## config.mk

```make
export PLATFORM = sky130hd
export DESIGN_NAME = ibex_fetch_realign
export DESIGN_NICKNAME = d
export VERILOG_FILES = /design/src/rtl/ibex_fetch_realign_pkg.sv /design/src/rtl/ibex_fetch_realign.sv
export SDC_FILE = /design/constraint.sdc
export NUM_CORES = 1
export LEC_CHECK = 0
export CORE_MARGIN = 2
export CORE_UTILIZATION = 46
export DETAILED_ROUTE_END_ITERATION = 8
export GPL_TIMING_DRIVEN = 0
export PLACE_DENSITY = 0.75
export REMOVE_ABC_BUFFERS = 1
export SYNTH_ARGS = -nofsm -noshare
export SYNTH_HDL_FRONTEND = slang
export SYNTH_SLANG_ARGS = --single-unit
```

## constraint.sdc

```tcl
create_clock -name clk_i -period 4.3 [get_ports clk_i]
set_input_delay 0.43 -clock clk_i [delete_from_list [all_inputs] [get_ports clk_i]]
set_output_delay 0.43 -clock clk_i [all_outputs]
set_load 0.05 [all_outputs]
```

## src/rtl/ibex_fetch_realign_pkg.sv

```systemverilog
// rtl/ibex_fetch_realign_pkg.sv - shared constants for the fetch realigner
package ibex_fetch_realign_pkg;

  localparam int unsigned INSTR_W = 32;
  localparam int unsigned HALF_W  = 16;
  // Wide enough for the largest legal buffer depth (4)
  localparam int unsigned CNT_W   = 3;

  localparam logic [1:0]         UNCOMP_OPC = 2'b11;
  localparam logic [INSTR_W-1:0] STEP_C     = 32'd2;
  localparam logic [INSTR_W-1:0] STEP_U     = 32'd4;

endpackage

```

## src/rtl/ibex_fetch_realign.sv

```systemverilog
// rtl/ibex_fetch_realign.sv - word FIFO that realigns mixed 16/32-bit instructions
module ibex_fetch_realign
  import ibex_fetch_realign_pkg::*;
#(
  parameter int unsigned DEPTH = 3
) (
  input  logic               clk_i,
  input  logic               rst_i,
  input  logic               clear_i,
  input  logic [INSTR_W-1:0] clear_addr_i,
  input  logic               in_valid_i,
  input  logic [INSTR_W-1:0] in_rdata_i,
  input  logic               in_err_i,
  output logic               in_ready_o,
  output logic               out_valid_o,
  output logic [INSTR_W-1:0] out_instr_o,
  output logic [INSTR_W-1:0] out_addr_o,
  output logic               out_err_o,
  input  logic               out_ready_i
);

  logic [INSTR_W-1:0] word_q [DEPTH];
  logic [INSTR_W-1:0] word_d [DEPTH];
  logic [DEPTH-1:0]   err_q;
  logic [DEPTH-1:0]   err_d;
  logic [CNT_W-1:0]   count_q;
  logic [CNT_W-1:0]   count_d;
  logic [CNT_W-1:0]   wr_idx;
  logic [INSTR_W-1:0] addr_q;
  logic [INSTR_W-1:0] addr_d;

  logic               e0_valid;
  logic               e1_valid;
  logic               unaligned;
  logic [HALF_W-1:0]  e0_lo;
  logic [HALF_W-1:0]  e0_hi;
  logic [HALF_W-1:0]  e1_lo;
  logic [HALF_W-1:0]  first_half;
  logic               instr_compressed;
  logic               fire;
  logic               push;
  logic               pop;

  assign e0_valid   = (count_q != '0);
  assign e1_valid   = (count_q > CNT_W'(1));
  assign unaligned  = addr_q[1];
  assign e0_lo      = word_q[0][HALF_W-1:0];
  assign e0_hi      = word_q[0][INSTR_W-1:HALF_W];
  assign e1_lo      = word_q[1][HALF_W-1:0];
  assign first_half = unaligned ? e0_hi : e0_lo;
  assign instr_compressed = (first_half[1:0] != UNCOMP_OPC);

  assign in_ready_o = (count_q < CNT_W'(DEPTH)) & ~clear_i;
  assign out_addr_o = addr_q;

  always_comb begin
    out_instr_o = word_q[0];
    out_valid_o = e0_valid;
    out_err_o   = e0_valid & err_q[0];
    if (unaligned) begin
      if (instr_compressed) begin
        out_instr_o = {{HALF_W{1'b0}}, e0_hi};
      end else begin
        // Spanning instruction: an error in the lower half alone is enough to release it
        out_instr_o = {e1_lo, e0_hi};
        out_valid_o = e1_valid | (e0_valid & err_q[0]);
        out_err_o   = (e0_valid & err_q[0]) | (e1_valid & err_q[1]);
      end
    end
  end

  assign fire = out_valid_o & out_ready_i & ~clear_i;
  assign pop  = fire & (unaligned | ~instr_compressed);
  assign push = in_valid_i & in_ready_o;

  always_comb begin
    addr_d = addr_q;
    if (fire) begin
      addr_d = addr_q + (instr_compressed ? STEP_C : STEP_U);
    end
  end

  always_comb begin
    count_d = count_q;
    unique case ({push, pop})
      2'b10:   count_d = count_q + CNT_W'(1);
      2'b01:   count_d = count_q - CNT_W'(1);
      default: count_d = count_q;
    endcase
  end

  // On a simultaneous pop the new word lands one slot lower, behind the shift
  assign wr_idx = pop ? (count_q - CNT_W'(1)) : count_q;

  always_comb begin
    for (int unsigned i = 0; i < DEPTH; i++) begin
      word_d[i] = word_q[i];
      err_d[i]  = err_q[i];
    end
    if (pop) begin
      for (int unsigned i = 0; i < DEPTH - 1; i++) begin
        word_d[i] = word_q[i+1];
        err_d[i]  = err_q[i+1];
      end
    end
    if (push) begin
      for (int unsigned i = 0; i < DEPTH; i++) begin
        if (CNT_W'(i) == wr_idx) begin
          word_d[i] = in_rdata_i;
          err_d[i]  = in_err_i;
        end
      end
    end
  end

  always_ff @(posedge clk_i) begin
    for (int unsigned i = 0; i < DEPTH; i++) begin
      word_q[i] <= word_d[i];
    end
    err_q <= err_d;
  end

  always_ff @(posedge clk_i) begin
    if (rst_i) begin
      count_q <= '0;
      addr_q  <= '0;
    end else if (clear_i) begin
      count_q <= '0;
      addr_q  <= clear_addr_i & ~32'h1;
    end else begin
      count_q <= count_d;
      addr_q  <= addr_d;
    end
  end

endmodule

```

==> flow_metrics.env, run 1 <==
export IMPL_drt_pre_antenna_iters=5
export IMPL_design_die_area_mm2=0.01462
export IMPL_rr_startpoint="out_addr_o[1]"
export IMPL_fillCellCount=1059
export IMPL_endpoint="word_q[0][33]"
export IMPL_avgViaCountPerCell=6.143
export IMPL_overflow=0
export IMPL_cts_sinks=133
export IMPL_wl_met1_um=7888
export IMPL_cp_end_kind="register"
export IMPL_layout_common_cells="clkdlybuf4s50_1, dfxtp_1, inv_1"
export IMPL_drive_above_1_share_pct=14.80
export IMPL_htree_levels=4
export IMPL_rr_endpoint="word_q[0][33]"
export IMPL_numPortBuffers=134
export IMPL_pin_count=137
export IMPL_hp_class="register to register"
export IMPL_cap_violations=0
export IMPL_num_antenna_cells=0
export IMPL_power_density_mw_per_mm2=517.6
export IMPL_worstMarginPinSlew_ns=1.301
export IMPL_synth_area_leaders="dfxtp_1, edfxtp_1, o221a_2"
export IMPL_globalplace_congestion=0.8524
export IMPL_status="completed"
export IMPL_required_ns=4.60
export IMPL_grt_antenna_before_repair=0
export IMPL_synth_top_area_cell="dfxtp_1"
export IMPL_top_layer_used="met4"
export IMPL_totalPowerFinal_mw=4.343
export IMPL_synth_enable_flop_cells=33
export IMPL_rsz0062_at_grt="no"
export IMPL_syn_area_mm2=0.006287
export IMPL_r2r_setup_slack_ns=0.31
export IMPL_grt_use_total_pct=25.37
export IMPL_postSynth_asyncResetShare_pct=0
export IMPL_r2r_cells=6
export IMPL_path_clk_slew_ns=0.06
export IMPL_initialDrtViolationCount=413
export IMPL_hold_violations=0
export IMPL_fin_area_mm2=0.008391
export IMPL_cts_tree="yes"
export IMPL_crit_path_start="out_addr_o[1]"
export IMPL_setup_viol=0
export IMPL_die_w_um=120.9
export IMPL_synth_distinct_cells=59
export IMPL_seqCellArea_mm2=0.002994
export IMPL_min_period_over_period_pct=92.84
export IMPL_numCtsBuffers=17
export IMPL_min_period_ns=3.992
export IMPL_yosysWarnings=0
export IMPL_dpl_cell_area_mm2=0.007825
export IMPL_cts_root_buf="clkbuf_16"
export IMPL_nets=816
export IMPL_fmax_ghz=0.2505
export IMPL_drc=0
export IMPL_worstPathMaxFanout=33
export IMPL_grt_pass1_wl_um=29060
export IMPL_multiInputGateArea_mm2=0.002967
export IMPL_dieHeight_um=120.9
export IMPL_clock_latency_ns=0.42
export IMPL_maxSlewViolCount=0
export IMPL_grt_max_degree=55
export IMPL_final_common_cell="clkdlybuf4s50_1"
export IMPL_ir_drop_mv=0.3337
export IMPL_critPathArrivalTime_ns=4.29
export IMPL_num_rows=42
export IMPL_synth_seq_area_share_pct=47.60
export IMPL_vias=5688
export IMPL_area_growth_syn_to_layout_pct=33.45
export IMPL_ys_ff_latch=133
export IMPL_wl_met3_um=1246
export IMPL_postRouteAntennaNets=0
export IMPL_coreArea_mm2=0.01330
export IMPL_startpoint_type="register"
export IMPL_detail_route_wl_per_cell_um=20.28
export IMPL_clk_path_buf_depth=2
export IMPL_criticalPathCategory="register to register"
export IMPL_routed_wl_um=18780
export IMPL_power_leakage_nw=3.030
export IMPL_syn_inst=618
export IMPL_synth_flop_cell="dfxtp_1"
export IMPL_synth_area_per_cell_um2=10.17
export IMPL_synth_top_area_share_pct=31.84
export IMPL_first_global_vias=5657
export IMPL_skew_ns=0.008629
export IMPL_initial_core_util_pct=47.29
export IMPL_hpwlAfterDp_um=12180
export IMPL_final_core_util_pct=63.11
export IMPL_route_met2_wl_um=9232
export IMPL_slew_headroom_pct=12.99
==> worst max-delay path, cell delays in order, from the launching register on <==
cell and delay (ns):
dfxtp_2 0.74, inv_1 0.52, ha_1 0.37, nor3_1 0.42, a21boi_4 0.65, nand2_2 0.64, o221a_2 0.50
==> flip-flops by register name, summed over array words and instances, names as in the netlist <==
| name | cells |
|---|---|
| word_q | 96 |
| out_addr_o | 31 |
| count_q | 3 |
| err_q | 3 |
==> metrics by stage <==
| stage | setup slack, ns | TNS [ns] | hold WS, ns | instances |
|---|---|---|---|---|
| 3_5_place_dp | -0.7940 | -30.24 | 0.4979 | 893 |
| 2_1_floorplan | -1.495 | -110.05 | 0.4745 | 571 |
| 6_report | 0.3077 | 0 | 0.5052 | 926 |
| 3_3_place_gp | -3.650 | -323.17 | 0.4842 | 881 |
| 5_1_grt | 0.1224 | 0 | 0.5359 | 926 |
| 4_1_cts | 0.1310 | 0 | 0.5048 | 925 |
==> layout make-up <==
| cell class | count | area share, % |
|---|---|---|
| inverters | 43 | 1.924 |
| clock buffers | 21 | 5.607 |
| multi-input cells | 396 | 35.36 |
| well taps | 176 | 2.625 |
| repair buffers | 146 | 17.86 |
| flip-flops and latches | 133 | 35.68 |
| clock inverters | 11 | 0.9395 |
==> logic make-up after synthesis <==
| family | synth area share (%) |
|---|---|
| adder cells (fa/ha/maj) | 1.911 |
| XOR/XNOR | 2.090 |
| flip-flops | 47.60 |
| other | 0.05964 |
| AO/OA/AOI/OAI | 24.94 |
| buffers and inverters | 6.109 |
| AND/OR/NAND/NOR | 13.21 |
| multiplexers | 4.080 |
==> cells in the mapped netlist (all sizes together) (4+ instances only) <==
cell type	n
dfxtp	100
edfxtp	33
and3	7
a211oi	17
o31ai	9
and4	5
ha	8
inv	43
clkbuf	22
nand2	25
a22o	15
mux2	18
nand4	7
a21oi	37
or3	38
nor3	7
o211ai	4
a311oi	9
buf	25
nor2	27
or4	6
o21ai	16
o2111ai	5
o32ai	33
o221a	34
nand3	14
mux2i	5
xnor2	8
xor2	7
==> power breakdown <==
| part | switching (mW) | total, mW | internal, mW | leakage (nW) |
|---|---|---|---|---|
| Sequential | 0.192 | 1.73 | 1.54 | 1.14 |
| Clock | 0.549 | 1.33 | 0.781 | 0.259 |
| Combinational | 0.678 | 1.29 | 0.608 | 1.64 |
==> worst min-delay path by stage <==
stage,start,cells after the start,endpoint,slack (ns)
6_report,word_q[0][59],2,word_q[0][27],0.51
5_1_grt,word_q[0][49],2,word_q[0][17],0.54
4_1_cts,word_q[0][49],2,word_q[0][17],0.50
3_5_place_dp,word_q[0][49],2,word_q[0][17],0.50
3_3_place_gp,word_q[0][53],2,word_q[0][21],0.48
2_1_floorplan,word_q[0][48],2,word_q[0][16],0.47
==> layer usage <==
layer	up-vias	global-route usage (%)
li1	2641	-
met3	35	6.250
met1	2776	31.99
met4	0	9.302
met2	236	42.10
met5	-	0
==> timing repair <==
item                       CTS  global route
buffers inserted             0             0
gates resized for setup      2             1
setup endpoints to repair   77            33
cloned                       0             1
hold buffers                 0             0
pin swaps                    0             1
(Power assumes the default switching activity.)
==> inputs of run 2 (changes only) <==
--- a/config.mk
+++ b/config.mk
@@ -5,11 +5,13 @@
 export SDC_FILE = /design/constraint.sdc
 export NUM_CORES = 1
 export LEC_CHECK = 0
+export CELL_PAD_IN_SITES_DETAIL_PLACEMENT = 2
+export CELL_PAD_IN_SITES_GLOBAL_PLACEMENT = 2
 export CORE_MARGIN = 2
-export CORE_UTILIZATION = 46
+export CORE_UTILIZATION = 29
 export DETAILED_ROUTE_END_ITERATION = 8
 export GPL_TIMING_DRIVEN = 0
-export PLACE_DENSITY = 0.75
+export PLACE_DENSITY = 0.76
 export REMOVE_ABC_BUFFERS = 1
 export SYNTH_ARGS = -nofsm -noshare
 export SYNTH_HDL_FRONTEND = slang
==> flow_metrics.env, run 2 (synthesis results as in run 1) <==
export IMPL_layout_setup_ws_ns=0.2930
export IMPL_hp_class="register to register"
export IMPL_cp_end_kind="register"
export IMPL_num_rows=53
export IMPL_dieHeight_um=151.2
export IMPL_globalplace_congestion=0.7858
export IMPL_startpoint_type="register"
export IMPL_path_clk_slew_ns=0.07
export IMPL_rsz0062_at_grt="no"
export IMPL_critPathArrivalTime_ns=4.13
export IMPL_cap_violations=0
export IMPL_pre_cts_slack_ns=-0.4883
export IMPL_r2r_setup_slack_ns=0.29
export IMPL_largest_reg_flops=96
export IMPL_worstHoldPathCells=2
export IMPL_rr_endpoint="word_q[0][70]"
export IMPL_crit_buf_inv=2
export IMPL_final_common_cell="clkdlybuf4s50_1"
export IMPL_area_growth_syn_to_layout_pct=36.76
export IMPL_postRouteAntennaNets=0
export IMPL_slew_headroom_pct=12.49
export IMPL_slowest_delay_ns=0.77
export IMPL_maxSlewViolCount=0
export IMPL_crit_chain="mux2_2 > and2_1 > inv_1 > ha_1 > nor3_1 > a21boi_4 > nand3_1 > a21oi_4 > buf_16"
export IMPL_cp_top_family="compound AO/OA/AOI/OAI gates"
export IMPL_clk_path_buf_depth=2
export IMPL_routed_wl_um=23550
export IMPL_worstPathMaxFanout=23
export IMPL_htree_levels=4
export IMPL_cts_tree="yes"
export IMPL_hold_violations=0
export IMPL_cts_root_buf="clkbuf_16"
export IMPL_grt_max_degree=55
export IMPL_numCtsBuffers=17
export IMPL_placed_cells=992
export IMPL_hpwlAfterDp_um=15910
export IMPL_status="completed"
export IMPL_clock_latency_ns=0.43
export IMPL_fmax_ghz=0.2496
export IMPL_drc=0
export IMPL_criticalPathCategory="register to register"
export IMPL_initial_core_util_pct=29.72
export IMPL_slowest_stage="dfxtp_2"
export IMPL_required_ns=4.43
export IMPL_coreArea_mm2=0.02115
export IMPL_power_density_mw_per_mm2=523.5
export IMPL_min_period_over_period_pct=93.19
export IMPL_avgViaCountPerCell=5.528
export IMPL_power_leakage_nw=3.061
export IMPL_top_register="word_q"
export IMPL_overflow=0
export IMPL_first_global_vias=6268
export IMPL_nets=817
export IMPL_r2r_cells=9
export IMPL_cts_sinks=133
export IMPL_rr_startpoint="out_addr_o[1]"
export IMPL_die_w_um=151.2
export IMPL_grt_use_total_pct=20.81
export IMPL_initialDrtViolationCount=286
export IMPL_setup_viol=0
export IMPL_hp_start="word_q[0][55]"
export IMPL_drive_above_1_share_pct=15.05
export IMPL_vias=5683
export IMPL_worstMarginPinSlew_ns=1.309
export IMPL_cts_hold_buf=0
export IMPL_skew_ns=0.01262
export IMPL_detail_route_wl_per_cell_um=22.91
export IMPL_grt_pass1_wl_um=36280
export IMPL_layout_common_cells="clkdlybuf4s50_1, dfxtp_1, inv_1"
export IMPL_min_period_ns=4.007
export IMPL_design_die_area_mm2=0.02287
export IMPL_pin_count=137
export IMPL_drt_pre_antenna_iters=4
export IMPL_totalPowerFinal_mw=4.501
export IMPL_hold_end="word_q[0][23]"
export IMPL_instances_no_fill=1028
export IMPL_numPortBuffers=134
export IMPL_ir_drop_mv=0.2918
export IMPL_grt_antenna_before_repair=2
[run 2: changes by cell type in the layout (fill, tap and decap cells not counted), sizes merged]
cell,change
inv,+3
bufinv,+1
clkinv,-3
clkbuf,-1
buf,+1
diode,+2
[run 2: routing by layer]
layer	part of all wire (%)	wire length (um)	global-route usage, %	vias to the layer above
met5	0	0	0	-
met4	0.53	126	5.841	0
met3	6.4	1502	5.361	13
met2	49	11660	35.72	161
met1	44	10270	25.79	2863
li1	-	-	-	2646
[run 2: worst max path at each step]
stage	slack [ns]	endpoint	cells past startpoint	startpoint
2_1_floorplan	-1.50	err_q[2]	8	out_addr_o[1]
3_3_place_gp	-4.27	word_q[0][88]	5	out_addr_o[1]
3_5_place_dp	-0.49	word_q[0][82]	7	out_addr_o[1]
4_1_cts	0.12	word_q[0][94]	7	out_addr_o[1]
5_1_grt	0.07	word_q[0][94]	9	out_addr_o[1]
6_report	0.29	word_q[0][70]	9	out_addr_o[1]
[run 2: layout make-up]
cell class              count  area, um^2
clock inverters            12       117.6
well taps                 275       344.1
diodes                      2       5.005
flip-flops and latches    133        2994
multi-input cells         396        2967
repair buffers            147        1549
clock buffers              20       456.7
fillers                  2208       12560
inverters                  43       165.2
[run 2: per-stage QoR]
step	utilization, %	TNS (ns)	hold WS [ns]	instance area, um^2
final	40.65	0	0.5183	8598
after global routing	40.63	0	0.5402	8596
after CTS	40.52	0	0.5139	8571
after detailed placement	37.79	-27.53	0.5018	7994
after global placement	36.64	-382.06	0.4849	7750
after floorplan	-	-110.05	0.4745	6065
[run 2: repair_timing]
item | in CTS | in global routing
gates cloned | 0 | 1
pin swaps | 0 | 1
endpoints found under the hold margin | 0 | 0
buffers inserted | 0 | 1
setup endpoints to repair | 94 | 52
gates resized for setup | 2 | 1
[run 2: where the power goes]
group / switching, mW / internal, mW / total (mW)
Clock: 0.605 / 0.835 / 1.44
Combinational: 0.706 / 0.612 / 1.32
Sequential: 0.209 / 1.54 / 1.74
[run 2: worst reg2reg max path, delay by kind of cell (launching register included)]
| family | cells | cell delay, ns |
|---|---|---|
| compound gates | 2 | 1.23 |
| fa+ha+maj | 1 | 0.19 |
| buf+inv | 2 | 0.36 |
| flops | 1 | 0.77 |
| mux | 1 | 0.30 |
| simple gates | 3 | 0.86 |
